--- src/rtl/wb_arb_pkg.sv ---
// Shared types and helpers for the Wishbone round-robin arbiter family.
package wb_arb_pkg;

    typedef enum logic [1:0] {
        ARB_IDLE,
        ARB_GRANT,
        ARB_ABORT
    } arb_state_t;

    localparam int unsigned MAX_MASTERS = 16;
    localparam int unsigned MAX_IDX_W   = 4;

    // Grant index width: at least one bit even for a single master.
    function automatic int unsigned idx_width(input int unsigned n);
        return (n > 1) ? $clog2(n) : 1;
    endfunction

    // First requester scanning last+1, last+2, ... modulo n; returns last if none.
    function automatic logic [MAX_IDX_W-1:0] rr_pick(
        input logic [MAX_MASTERS-1:0] req,
        input logic [MAX_IDX_W-1:0]   last,
        input int unsigned            n
    );
        logic [MAX_IDX_W-1:0] pick;
        logic                 found;
        int unsigned          idx;
        pick  = last;
        found = 1'b0;
        for (int unsigned i = 1; i <= MAX_MASTERS; i++) begin
            idx = (32'(last) + i) % n;
            if (!found && (i <= n) && req[MAX_IDX_W'(idx)]) begin
                pick  = MAX_IDX_W'(idx);
                found = 1'b1;
            end
        end
        return pick;
    endfunction

endpackage

--- src/rtl/wb_rr_arb_pick.sv ---
// Combinational round-robin priority selector.
module wb_rr_arb_pick
    import wb_arb_pkg::*;
#(
    parameter  int unsigned NUM_MASTERS = 3,
    localparam int unsigned IDX_W       = idx_width(NUM_MASTERS)
) (
    input  logic [NUM_MASTERS-1:0] i_req,
    input  logic [IDX_W-1:0]       i_last,
    output logic [IDX_W-1:0]       o_pick,
    output logic                   o_valid
);

    logic [MAX_MASTERS-1:0] w_req;
    logic [MAX_IDX_W-1:0]   w_last;

    // Widen to the package function's fixed operand sizes.
    assign w_req   = MAX_MASTERS'(i_req);
    assign w_last  = MAX_IDX_W'(i_last);
    assign o_pick  = IDX_W'(rr_pick(w_req, w_last, NUM_MASTERS));
    assign o_valid = |i_req;

endmodule

--- src/rtl/wb_rr_arbiter.sv ---
// Round-robin Wishbone multi-master arbiter with per-transfer ack watchdog.
module wb_rr_arbiter
    import wb_arb_pkg::*;
#(
    parameter int unsigned NUM_MASTERS    = 3,
    parameter int unsigned ADDR_WIDTH     = 2,
    parameter int unsigned DATA_WIDTH     = 8,
    parameter int unsigned TIMEOUT_CYCLES = 1024
) (
    input  logic                             clk_i,
    input  logic                             rst_i,
    input  logic [NUM_MASTERS-1:0]           m_cyc_i,
    input  logic [NUM_MASTERS-1:0]           m_stb_i,
    input  logic [NUM_MASTERS-1:0]           m_we_i,
    input  logic [NUM_MASTERS*ADDR_WIDTH-1:0] m_adr_i,
    input  logic [NUM_MASTERS*DATA_WIDTH-1:0] m_dat_i,
    output logic [NUM_MASTERS-1:0]           m_ack_o,
    output logic [NUM_MASTERS-1:0]           m_err_o,
    output logic [DATA_WIDTH-1:0]            m_dat_o,
    output logic                             s_cyc_o,
    output logic                             s_stb_o,
    output logic                             s_we_o,
    output logic [ADDR_WIDTH-1:0]            s_adr_o,
    output logic [DATA_WIDTH-1:0]            s_dat_o,
    input  logic                             s_ack_i,
    input  logic [DATA_WIDTH-1:0]            s_dat_i,
    output logic [NUM_MASTERS-1:0]           gnt_o
);

    localparam int unsigned     IDX_W     = idx_width(NUM_MASTERS);
    localparam int unsigned     WD_W      = (TIMEOUT_CYCLES > 1) ? $clog2(TIMEOUT_CYCLES) : 1;
    localparam logic [WD_W-1:0] WD_LAST   = WD_W'((TIMEOUT_CYCLES > 0) ? TIMEOUT_CYCLES - 1 : 0);
    localparam bit              WD_EN     = (TIMEOUT_CYCLES != 0);
    localparam logic [IDX_W-1:0] LAST_INIT = IDX_W'(NUM_MASTERS - 1);

    arb_state_t             r_state;
    logic [IDX_W-1:0]       r_owner;
    logic [IDX_W-1:0]       r_last;
    logic [NUM_MASTERS-1:0] r_gnt;
    logic [WD_W-1:0]        r_wd;

    logic [IDX_W-1:0]       w_pick;
    logic                   w_pick_valid;
    logic                   w_grant;
    logic                   w_own_cyc;
    logic                   w_expire;
    logic [ADDR_WIDTH-1:0]  w_adr [NUM_MASTERS];
    logic [DATA_WIDTH-1:0]  w_dat [NUM_MASTERS];

    wb_rr_arb_pick #(
        .NUM_MASTERS (NUM_MASTERS)
    ) u_pick (
        .i_req   (m_cyc_i),
        .i_last  (r_last),
        .o_pick  (w_pick),
        .o_valid (w_pick_valid)
    );

    // Split the flattened master buses into per-master lanes.
    always_comb begin
        for (int k = 0; k < int'(NUM_MASTERS); k++) begin
            w_adr[k] = m_adr_i[k*ADDR_WIDTH +: ADDR_WIDTH];
            w_dat[k] = m_dat_i[k*DATA_WIDTH +: DATA_WIDTH];
        end
    end

    // Owner's bus reaches the slave only while granted; ack/err steered to the owner.
    assign w_grant   = (r_state == ARB_GRANT);
    assign w_own_cyc = m_cyc_i[r_owner];
    assign s_cyc_o   = w_grant & w_own_cyc;
    assign s_stb_o   = s_cyc_o & m_stb_i[r_owner];
    assign s_we_o    = s_cyc_o & m_we_i[r_owner];
    assign s_adr_o   = s_cyc_o ? w_adr[r_owner] : '0;
    assign s_dat_o   = s_cyc_o ? w_dat[r_owner] : '0;
    assign m_dat_o   = w_grant ? s_dat_i : '0;
    assign w_expire  = WD_EN && s_stb_o && !s_ack_i && (r_wd == WD_LAST);
    assign m_ack_o   = w_grant ? (r_gnt & {NUM_MASTERS{s_ack_i}}) : '0;
    assign m_err_o   = r_gnt & {NUM_MASTERS{w_expire}};
    assign gnt_o     = r_gnt;

    // Arbitration FSM: grant held for the owner's whole cyc tenure.
    always_ff @(posedge clk_i) begin
        if (rst_i) begin
            r_state <= ARB_IDLE;
            r_owner <= '0;
            r_last  <= LAST_INIT;
            r_gnt   <= '0;
        end else begin
            case (r_state)
                ARB_IDLE: begin
                    if (w_pick_valid) begin
                        r_state <= ARB_GRANT;
                        r_owner <= w_pick;
                        r_last  <= w_pick;
                        r_gnt   <= NUM_MASTERS'(1) << w_pick;
                    end
                end
                ARB_GRANT: begin
                    if (!w_own_cyc) begin
                        r_state <= ARB_IDLE;
                        r_gnt   <= '0;
                    end else if (w_expire) begin
                        r_state <= ARB_ABORT;
                    end
                end
                ARB_ABORT: begin
                    if (!w_own_cyc) begin
                        r_state <= ARB_IDLE;
                        r_gnt   <= '0;
                    end
                end
                default: begin
                    r_state <= ARB_IDLE;
                    r_gnt   <= '0;
                end
            endcase
        end
    end

    // Ack watchdog: counts unacked strobe cycles, clears on ack, idle strobe or expiry.
    always_ff @(posedge clk_i) begin
        if (rst_i) begin
            r_wd <= '0;
        end else if (s_stb_o && !s_ack_i && !w_expire) begin
            r_wd <= r_wd + WD_W'(1);
        end else begin
            r_wd <= '0;
        end
    end

endmodule

--- config.mk ---
export PLATFORM = sky130hd
export DESIGN_NAME = wb_rr_arbiter
export DESIGN_NICKNAME = d
export VERILOG_FILES = /design/src/rtl/wb_arb_pkg.sv /design/src/rtl/wb_rr_arb_pick.sv /design/src/rtl/wb_rr_arbiter.sv
export SDC_FILE = /design/constraint.sdc
export NUM_CORES = 1
export LEC_CHECK = 0
export BUFFER_PORTS_ARGS = -buffer_cell sky130_fd_sc_hd__buf_4
export CAP_MARGIN = 20
export CORE_MARGIN = 5
export CORE_UTILIZATION = 45
export DETAILED_ROUTE_END_ITERATION = 7
export MAX_ROUTING_LAYER = met4
export PLACE_DENSITY = 0.77
export REMOVE_ABC_BUFFERS = 1
export SYNTH_ARGS = -nofsm -noshare
export SYNTH_HDL_FRONTEND = slang
export SYNTH_SLANG_ARGS = --single-unit
--- constraint.sdc ---
create_clock -name clk_i -period 4.45 [get_ports clk_i]
set_input_delay 0.6675 -clock clk_i [delete_from_list [all_inputs] [get_ports clk_i]]
set_output_delay 0.6675 -clock clk_i [all_outputs]
set_load 0.01 [all_outputs]
==> results of run 1 <==
[worst max-delay path, delay by kind of cell, from the launching register on]
| family | cells | cell delay, ps |
|---|---|---|
| simple gates | 4 | 1330 |
| compound gates | 1 | 230 |
| flops | 1 | 800 |
| buf+inv | 1 | 110 |
[cell families after synthesis]
family          synth area share, %
xor+xnor                      4.473
flops                         23.00
compound gates                17.01
fa+ha+maj                     10.38
mux                           10.94
buf+inv                       4.872
simple gates                  29.31
[registers in the layout, summed over array words and instances, names as in the netlist]
register	count
gnt_o	3
r_state	2
r_last	1
r_owner	2
r_wd	10
[placed cells by master (no fill, tap or decap), types with 2 or more instances in the layout]
master / count
xor2_1: 3
and3_1: 5
buf_4: 79
mux2i_1: 16
and2_1: 11
clkbuf_4: 3
a22oi_1: 2
a21o_1: 2
nor3_1: 2
inv_1: 8
nor2_1: 40
a32oi_1: 2
nand3b_1: 2
a211oi_1: 2
dfxtp_1: 18
xnor2_1: 5
o21ai_0: 3
nor2b_1: 3
or3_1: 4
nand3_1: 6
ha_1: 13
o211ai_1: 2
nand2_1: 12
a21oi_1: 18
nand2b_1: 2
[cell type report]
type	instances	area share, %
tap	46	2.608
multi-input combinational	171	51.19
sequential	18	16.33
inverter	8	1.361
timing repair buffer	79	26.87
clock buffer	4	1.644
[power breakdown]
group          total, W  switching (W)  internal (W)
Combinational  0.000764       0.000405      0.000359
Clock          0.000100      0.0000505     0.0000499
Sequential     0.000259      0.0000684      0.000190
[synth_stat cells, drive strengths merged]
master	number	area, um2
nor2	40	150.1
a21oi	18	90.09
dfxtp	18	360.4
mux2i	16	160.2
ha	13	162.7
nand2	13	51.30
and2	11	68.82
inv	8	30.03
clkbuf	6	22.52
nand3	6	30.03
and3	5	31.28
xnor2	5	43.79
o21ai	4	31.28
or3	4	25.02
buf	3	23.77
nor2b	3	18.77
xor2	3	26.28
a211oi	2	15.01
a21o	2	15.01
a22oi	2	15.01
a32oi	2	17.52
nand2b	2	12.51
nand3b	2	15.01
nor3	2	10.01
o211ai	2	15.01
a211o	1	8.760
a221oi	1	8.760
a22o	1	8.760
a31o	1	8.760
and3b	1	8.760
and4b	1	10.01
and4bb	1	12.51
mux2	1	11.26
nand4b	1	8.760
o2111ai	1	8.760
o221ai	1	8.760
o22ai	1	6.260
o41ai	1	8.760
or2	1	6.260
[stage by stage]
stage / instances / worst slack [ps]
finish: 326 / 1011
global route: 326 / 687.2
CTS: 326 / 976.0
detailed placement: 322 / 1319
global placement: 322 / 1345
floorplan: 197 / 1781
[final timing paths]
| check | start | to | slack, ps | depth (start not counted) |
|---|---|---|---|---|
| setup / recovery | r_owner[0] | m_err_o[2] | 1010 | 6 |
| hold / removal | r_wd[0] | r_wd[0] | 480 | 1 |
| setup reg to reg | r_owner[0] | r_owner[1] | 1400 | 10 |
| hold reg to reg | r_wd[0] | r_wd[0] | 480 | 1 |
[routing by layer]
metal  vias up  track usage [%]  part of all wire [%]
li1        863                -                     -
met1       732            21.40                    42
met2        67            27.86                    48
met3         4            4.506                   8.7
met4         0            3.688                  0.79
met5         -                -                     0
==> key figures, run 1 <==
Route
  – Iteration-0 DRC count of the detailed router: roughly 120
  – Routed wire length: slightly above 4000 um
  – WL/cell: 12.37 um
  – TritonRoute pass-1 iters: 4
  – Via count: about 1700
  – DRC viols: 0
  – Vias per inst: 5.110
  – Final ANT Viol Nets: 0

Placement
  – Detailed Place HPWL: between 3000 and 4000 um
  – Post-DP Area: between 2000 and 2500 um2
  – GPL Wtd Cong: around 0.8
  – Port Buffers: 79

STA
  – FMAX: 290.8 MHz
  – Worst hold slack: 478.0 ps
  – Setup TNS: 0 ps
  – RSZ-0062 raised after global routing: no
  – Slew Viols, Final: 0
  – Skew final: 9.092 ps
  – Endpoints failing hold: 0
  – Final worst path period need: 3439 ps
  – Final period utilization: 77.27%
  – # setup viols final: 0
  – Slew HR: between 40% and 50%
  – Worst Max-Slew Pin Slew: about 810 ps

Yosys
  – Post-synthesis sequential area ratio: roughly 23%
  – #FFs+latches synth: 18
  – Syn_area_per_cell: approximately 7.6 um2
  – Distinct cells, synth: 43
  – Instance count of the mapped netlist: a little over 200
  – Warnings, synthesis: 0
  – Synth Cell Area: around 1600 um2

CTS
  – Clk Tree Root Cell: clkbuf_4
  – Post-CTS sizing: 0
  – Sink Count: 18
  – Clk Latency, worst-skew pair: approximately 300 ps
  – Depth of the CTS H-tree: 1
  – Reg clk slew, reported paths: 110 ps
  – Setup Buffers After CTS: 0
  – Clk buf depth: 2
  – Clock buffer count from CTS: 3
  – CTS tree: built
  – CTS Hold Bufs: 0

Cells and area
  – Nets: between 300 and 400
  – ANT cells: 0
  – Area Overhead vs Synth: 40.89%
  – Final Util: between 60% and 70%
  – Flip-flop and latch area: about 360 um2
  – Share of post-route cells with drive strength above 1: 31.79%
  – Fillers: approximately 330
  – Fin area: 2207 um2
  – Area of the multi-input gates: about 1100 um2

Pwr
  – Peak supply drop: about 280 uV
  – Power per Cell Area: 509.0 nW/um2
  – Overall power: 0.001123 W
  – Lkg Pwr: approximately 1.0 nW

Setup path
  – Max FO, Critical Path: 21
  – Worst path cell trace: nor2b_1, a22oi_1, or3_1, nor2_1, and2_1, buf_4
  – Crit start category: flop
  – Worst Setup End Kind: output port
  – Req. time, crit path: roughly 3800 ps
  – CP max stage cell: dfxtp_1
  – Delay of the slowest critical-path stage: roughly 800 ps
  – Critical path arrival: 2770 ps
  – Crit path kind: reg -> out

Hold path
  – Hold Path Class: reg -> reg

Flow run
  – MaxCap Viol Count: 0

Die
  – Starting Density: 46.58%
  – Core ar.: between 3000 and 4000 um2
  – Die Wd: 69 um
  – Full die area: 4761 um2
  – Die Span Y: 69 um
  – Rows: 21
  – I/O pins: 80

GRT
  – Gr usage total: between 10% and 20%
  – Antenna violations before repair: 0
  – Grt ovf: 0
  – Vias in the first global route: ~1600
  – Largest net degree at the start of global routing: 22
  – First-pass GRT wire length: approximately 7000 um

Status
  – Status: completed
No activity file was read; power rests on OpenSTA's default activity.
==> run 2, diff against run 1 <==
CORE_UTILIZATION = 41   (was 45)
PLACE_DENSITY = 0.74   (was 0.77)
clock period = 2.85 ns   (was 4.45 ns; I/O delays follow)
==> key figures, run 2 (synthesis gave the netlist of run 1 again) <==
Cells and area
  – Fillers: 369 (was 325)
  – Share of post-route cells with drive strength above 1: 33.80% (was 31.79%)
  – Biggest register: r_wd (unchanged)
  – Fin area: 2275 um2 (was 2207 um2)
  – Flip-flop and latch area: 360.3 um2 (unchanged)
  – Area of the multi-input gates: 1146 um2 (was 1130 um2)
  – Nets: 348 (was 344)
  – Area Overhead vs Synth: 45.21% (was 40.89%)
  – ANT cells: 0 (unchanged)
  – Max reg flops: 10 (unchanged)
  – Commonest non-fill, non-tap cell in the layout: buf_4 (unchanged)
  – Most frequent cells in the layout: buf_4 (83), nor2_1 (40), a21oi_1 (18), dfxtp_1 (18), mux2i_1 (15) (was buf_4 (79), nor2_1 (40), a21oi_1 (18), dfxtp_1 (18), mux2i_1 (16))
  – Finished Layout Cells: 332 (was 326)

Placement
  – Post-DP Area: 2203 um2 (was 2171 um2)
  – GPL Wtd Cong: 0.8227 (was 0.7935)
  – Detailed Place HPWL: 3484 um (was 3241 um)
  – Port Buffers: 79 (unchanged)
  – Post-Place Cells: 328 (was 322)

GRT
  – First-pass GRT wire length: 6962 um (was 6941 um)
  – Gr usage total: 16.82% (was 17.17%)
  – Grt ovf: 0 (unchanged)
  – Largest net degree at the start of global routing: 20 (was 22)
  – Antenna violations before repair: 0 (unchanged)
  – Vias in the first global route: 1681 (was 1567)

Hold path
  – Hold Path Class: in -> reg (was reg -> reg)

Pwr
  – Overall power: 0.001932 W (was 0.001123 W)
  – Peak supply drop: 391.2 uV (was 277.9 uV)
  – Lkg Pwr: 1.050 nW (was 1.019 nW)
  – Power per Cell Area: 849.5 nW/um2 (was 509.0 nW/um2)

Setup path
  – Critical path arrival: 2830 ps (was 2770 ps)
  – Crit path kind: reg -> reg (was reg -> out)
  – Crit start category: flop (unchanged)
  – CP max stage cell: dfxtp_1 (unchanged)
  – Worst Setup End Kind: flop (was output port)
  – Delay of the slowest critical-path stage: 520 ps (was 800 ps)
  – Worst path cell trace: inv_1, ha_1, nor2b_1, o21ai_0, a32oi_2, and4bb_2, or3_1, a21oi_1 (was nor2b_1, a22oi_1, or3_1, nor2_1, and2_1, buf_4)
  – Req. time, crit path: 3040 ps (was 3780 ps)
  – Max FO, Critical Path: 10 (was 21)

Die
  – Core ar.: 3689 um2 (was 3363 um2)
  – Full die area: 5157 um2 (was 4761 um2)
  – Die Span Y: 71.81 um (was 69 um)
  – I/O pins: 80 (unchanged)
  – Starting Density: 42.47% (was 46.58%)
  – Die Wd: 71.81 um (was 69 um)
  – Rows: 22 (was 21)

Route
  – Final ANT Viol Nets: 0 (unchanged)
  – Iteration-0 DRC count of the detailed router: 83 (was 115)
  – WL/cell: 13.43 um (was 12.37 um)
  – DRC viols: 0 (unchanged)
  – Routed wire length: 4460 um (was 4032 um)
  – Via count: 1711 (was 1666)
  – Vias per inst: 5.154 (was 5.110)
  – TritonRoute pass-1 iters: 4 (unchanged)

STA
  – Slew Viols, Final: 0 (unchanged)
  – Setup TNS: 0 ps (unchanged)
  – # setup viols final: 0 (unchanged)
  – Final period utilization: 92.60%
  – Final worst path period need: 2639 ps
  – Slew HR: 71.81% (was 45.60%)
  – Endpoints failing hold: 0 (unchanged)
  – Worst Max-Slew Pin Slew: 422.8 ps (was 814.9 ps)
  – Skew final: 1.202 ps (was 9.092 ps)
  – FMAX: about 380 MHz
  – RSZ-0062 raised after global routing: no (unchanged)

CTS
  – Sink Count: 18 (unchanged)
  – Clk Latency, worst-skew pair: 250 ps (was 300 ps)
  – Clock buffer count from CTS: 3 (unchanged)
  – Reg clk slew, reported paths: 70 ps (was 110 ps)
  – Clk Tree Root Cell: clkbuf_8 (was clkbuf_4)
  – Clk buf depth: 2 (unchanged)
  – CTS tree: built (unchanged)
  – Setup Buffers After CTS: 0 (unchanged)
  – Depth of the CTS H-tree: 1 (unchanged)

Status
  – Status: completed (unchanged)

Flow run
  – MaxCap Viol Count: 0 (unchanged)
==> run 2: repair_timing <==
action | 4_1_cts | 5_1_grt
endpoints found under the setup margin | 0 | 4
hold buffers | 0 | 0
endpoints found under the hold margin | 0 | 0
resized for setup | 0 | 3
==> run 2: layout make-up <==
type                            count  share of cell area, %
Clock buffer                        4                  2.420
Timing Repair Buffer               83                  27.39
Sequential cell                    18                  15.84
Inverter                            8                  1.320
Tap cell                           48                  2.640
Multi-Input combinational cell    171                  50.39
==> run 2: layer usage <==
layer / vias up / global-route usage [%] / routed length (um)
met5: - / - / 0
met2: 66 / 31.02 / 2158
met4: 0 / 5.428 / 91
met3: 12 / 3.086 / 341
li1: 869 / - / -
met1: 764 / 17.93 / 1869
==> run 2: where the power goes <==
group          total, W  switching, W  internal [W]
logic           0.00137      0.000747      0.000622
clock network  0.000212     0.0000892      0.000123
registers      0.000351     0.0000536      0.000298
total           0.00193      0.000890       0.00104
==> run 2: final timing paths <==
path,startpoint,end,slack (ps),cells past startpoint
hold / removal,rst_i,gnt_o[1],410,2
hold reg to reg,r_wd[0],r_wd[0],490,1
setup / recovery,r_last[1],r_owner[1],210,8
setup reg to reg,r_last[1],r_owner[1],210,8
==> run 2: worst max-delay path: cells and delay by family (launching register included) <==
family	cells	cell delay, ps
fa+ha+maj	1	390
compound gates	3	650
buf+inv	1	150
simple gates	3	870
flops	1	520
==> run 2: through the flow <==
stage | setup WS [ps] | hold WS (ps) | util (%)
global route | 3.065 | 415.6 | 61.67
global placement | 332.9 | 442.7 | 59.74
finish | 210.8 | 409.8 | 61.67
CTS | 222.2 | 409.6 | 61.23
floorplan | 228.0 | 429.9 | -
detailed placement | 246.2 | 474.6 | 59.74
==> run 3, diff against run 2 <==
CORE_ASPECT_RATIO = 0.7   (was default)
==> key figures, run 3 (synthesis gave the netlist of run 1 again) <==
GRT
  – First-pass GRT wire length: 7810 um (was 6962 um)
  – Top Usage Layer GRT: met2 (unchanged)
  – Largest net degree at the start of global routing: 18 (was 20)
  – M3 GR Usage: 5.007% (was 3.086%)
  – Antenna violations before repair: 0 (unchanged)
  – Grt ovf: 0 (unchanged)
  – GR met1 Demand/Resource: 27.03% (was 17.93%)
  – Gr usage total: 19.15% (was 16.82%)
  – Vias in the first global route: 1584 (was 1681)
  – Met2 Track Usage GR: 28.20% (was 31.02%)

Setup path
  – CP dominant cell by count: ha_1
  – Critical path arrival: 2840 ps (was 2830 ps)
  – Crit path kind: reg -> reg (unchanged)
  – CP max stage cell: dfxtp_1 (unchanged)
  – Crit path max-delay family: simple AND/OR/NAND/NOR gates (unchanged)
  – FF-to-FF setup slack: 200 ps (was 210 ps)
  – Crit start category: flop (unchanged)
  – Worst Setup End Kind: flop (unchanged)
  – Max FO, Critical Path: 10 (unchanged)
  – Worst path cell trace: ha_1, inv_1, ha_1, nand2b_1, mux2i_2, a32oi_2, and4bb_2, or3_1, a21oi_1 (was inv_1, ha_1, nor2b_1, o21ai_0, a32oi_2, and4bb_2, or3_1, a21oi_1)
  – Req. time, crit path: 3030 ps (was 3040 ps)
  – Delay of the slowest critical-path stage: 520 ps (about the same)
  – CP Buf/Inv Count: 1 (unchanged)

Die
  – Die Wd: 83.88 um (was 71.81 um)
  – Die Span Y: 61.72 um (was 71.81 um)
  – I/O pins: 80 (unchanged)
  – Core ar.: 3603 um2 (was 3689 um2)
  – Starting Density: 43.47% (was 42.47%)
  – Full die area: 5177 um2 (was 5157 um2)
  – Rows: 18 (was 22)

Route
  – TritonRoute pass-1 iters: 4 (unchanged)
  – WL/cell: 14.28 um (was 13.43 um)
  – Iteration-0 DRC count of the detailed router: 88 (was 83)
  – DRC viols: 0 (unchanged)
  – Final ANT Viol Nets: 0 (unchanged)
  – Routed wire length: 4768 um (was 4460 um)
  – Via count: 1693 (was 1711)
  – Vias per inst: 5.069 (was 5.154)

Pwr
  – Gate power share: 70.6% (was 70.8%)
  – Reg power frac: 18.7% (was 18.2%)
  – Switching Share: 46.20% (was 46.04%)
  – Lkg Pwr: 1.050 nW (unchanged)
  – NetSw: 0.0008943 W (was 0.0008896 W)
  – Clk pwr share: 10.6% (was 11.0%)
  – Power per Cell Area: 850.0 nW/um2 (was 849.5 nW/um2)
  – Peak supply drop: 593.5 uV (was 391.2 uV)
  – Internal power: 0.001041 W (was 0.001043 W)

STA
  – Final period utilization: 93.06% (was 92.60%)
  – Worst hold slack: 421.2 ps (was 409.8 ps)
  – # setup viols final: 0 (unchanged)
  – Worst Max-Slew Pin Slew: 444.4 ps (was 422.8 ps)
  – Slew Viols, Final: 0 (unchanged)
  – Final worst path period need: 2652 ps (was 2639 ps)
  – FMAX: 377.1 MHz (was 378.9 MHz)
  – Endpoints failing hold: 0 (unchanged)
  – Skew final: 6.153 ps (was 1.202 ps)
  – Slew HR: 70.33% (was 71.81%)
  – Post-route worst setup slack: 197.9 ps (was 210.8 ps)

Placement
  – Detailed Place HPWL: 3791 um (was 3484 um)
  – Post-place setup slack: 173.1 ps (was 246.2 ps)
  – Port Buffers: 79 (unchanged)
  – Post-Place Cells: 330 (was 328)
  – GPL Wtd Cong: 0.9324 (was 0.8227)

Hold path
  – Hold Path Class: in -> reg (unchanged)

CTS
  – Depth of the CTS H-tree: 1 (unchanged)
  – Clk buf depth: 2 (unchanged)
  – Clk Tree Root Cell: clkbuf_8 (unchanged)
  – Sink Count: 18 (unchanged)
  – Clock buffer count from CTS: 3 (unchanged)
  – Post-CTS sizing: 0 (unchanged)
  – Reg clk slew, reported paths: 70 ps (about the same)
  – Clk Latency, worst-skew pair: 250 ps (about the same)
  – CTS Hold Bufs: 0 (unchanged)
  – Setup Buffers After CTS: 0 (unchanged)
  – CTS tree: built (unchanged)

Cells and area
  – Max reg flops: 10 (unchanged)
  – Finished Layout Cells: 334 (was 332)
  – Fillers: 332 (was 369)
  – ANT cells: 0 (unchanged)
  – Most frequent cells in the layout: buf_4 (83), nor2_1 (40), a21oi_1 (18), dfxtp_1 (18), mux2i_1 (15) (unchanged)
  – Nets: 348 (unchanged)
  – Commonest non-fill, non-tap cell in the layout: buf_4 (unchanged)
  – Share of post-route cells with drive strength above 1: 33.80% (unchanged)
  – Area Overhead vs Synth: 45.37% (was 45.21%)
  – Biggest register: r_wd (unchanged)

Status
  – Status: completed (unchanged)

Flow run
  – MaxCap Viol Count: 0 (unchanged)
==> run 3: cell counts in the layout (fill, tap and decap cells not counted) <==
Identical to the previous run, type by type.
==> run 3: worst register-to-register path: stages, from the launching register on <==
cell,delay (ps)
dfxtp_1,520
ha_1,300
inv_1,70
ha_1,270
nand2b_1,60
mux2i_2,310
a32oi_2,240
and4bb_2,310
or3_1,370
a21oi_1,130
==> run 3: layer usage <==
| layer | wire, um | vias up | share of wire (%) |
|---|---|---|---|
| met2 | 1972 | 72 | 41 |
| met5 | 0 | - | 0 |
| li1 | - | 871 | - |
| met3 | 360 | 4 | 7.6 |
| met4 | 31 | 0 | 0.65 |
| met1 | 2403 | 746 | 50 |
==> run 3: area by class of cell <==
cell class	instances	area [um2]	area share, %
Timing Repair Buffer	83	623.1	27.36
Clock buffer	4	55.05	2.418
Sequential cell	18	360.3	15.82
Tap cell	50	62.56	2.747
Multi-Input combinational cell	171	1146	50.33
Inverter	8	30.03	1.319
==> run 3: stage by stage <==
stage | utilization, % | power (W) | TNS (ps) | cell area, um2
6_report | 63.19 | 0.001936 | 0 | 2277
5_1_grt | 63.19 | 0.002128 | -16.49 | 2277
4_1_cts | 62.74 | 0.001877 | 0 | 2261
3_5_place_dp | 61.22 | 0.001660 | 0 | 2206
3_3_place_gp | 61.22 | 0.001639 | 0 | 2206
2_1_floorplan | - | 0.001227 | 0 | 1520
==> run 3: final timing paths <==
kind | depth (start not counted) | from | to
setup / recovery | 9 | r_last[1] | r_owner[1]
hold / removal | 2 | rst_i | r_state[0]
setup reg to reg | 9 | r_last[1] | r_owner[1]
hold reg to reg | 1 | r_wd[0] | r_wd[0]
==> run 3: power by group through the flow <==
stage	clock network [W]	logic, W	registers (W)
final	0.000206	0.00137	0.000363
after CTS	0.000211	0.00130	0.000363
after global routing	0.000226	0.00153	0.000371
after floorplan	0	0.000836	0.000391
after detailed placement	0	0.00129	0.000368
after global placement	0	0.00127	0.000365
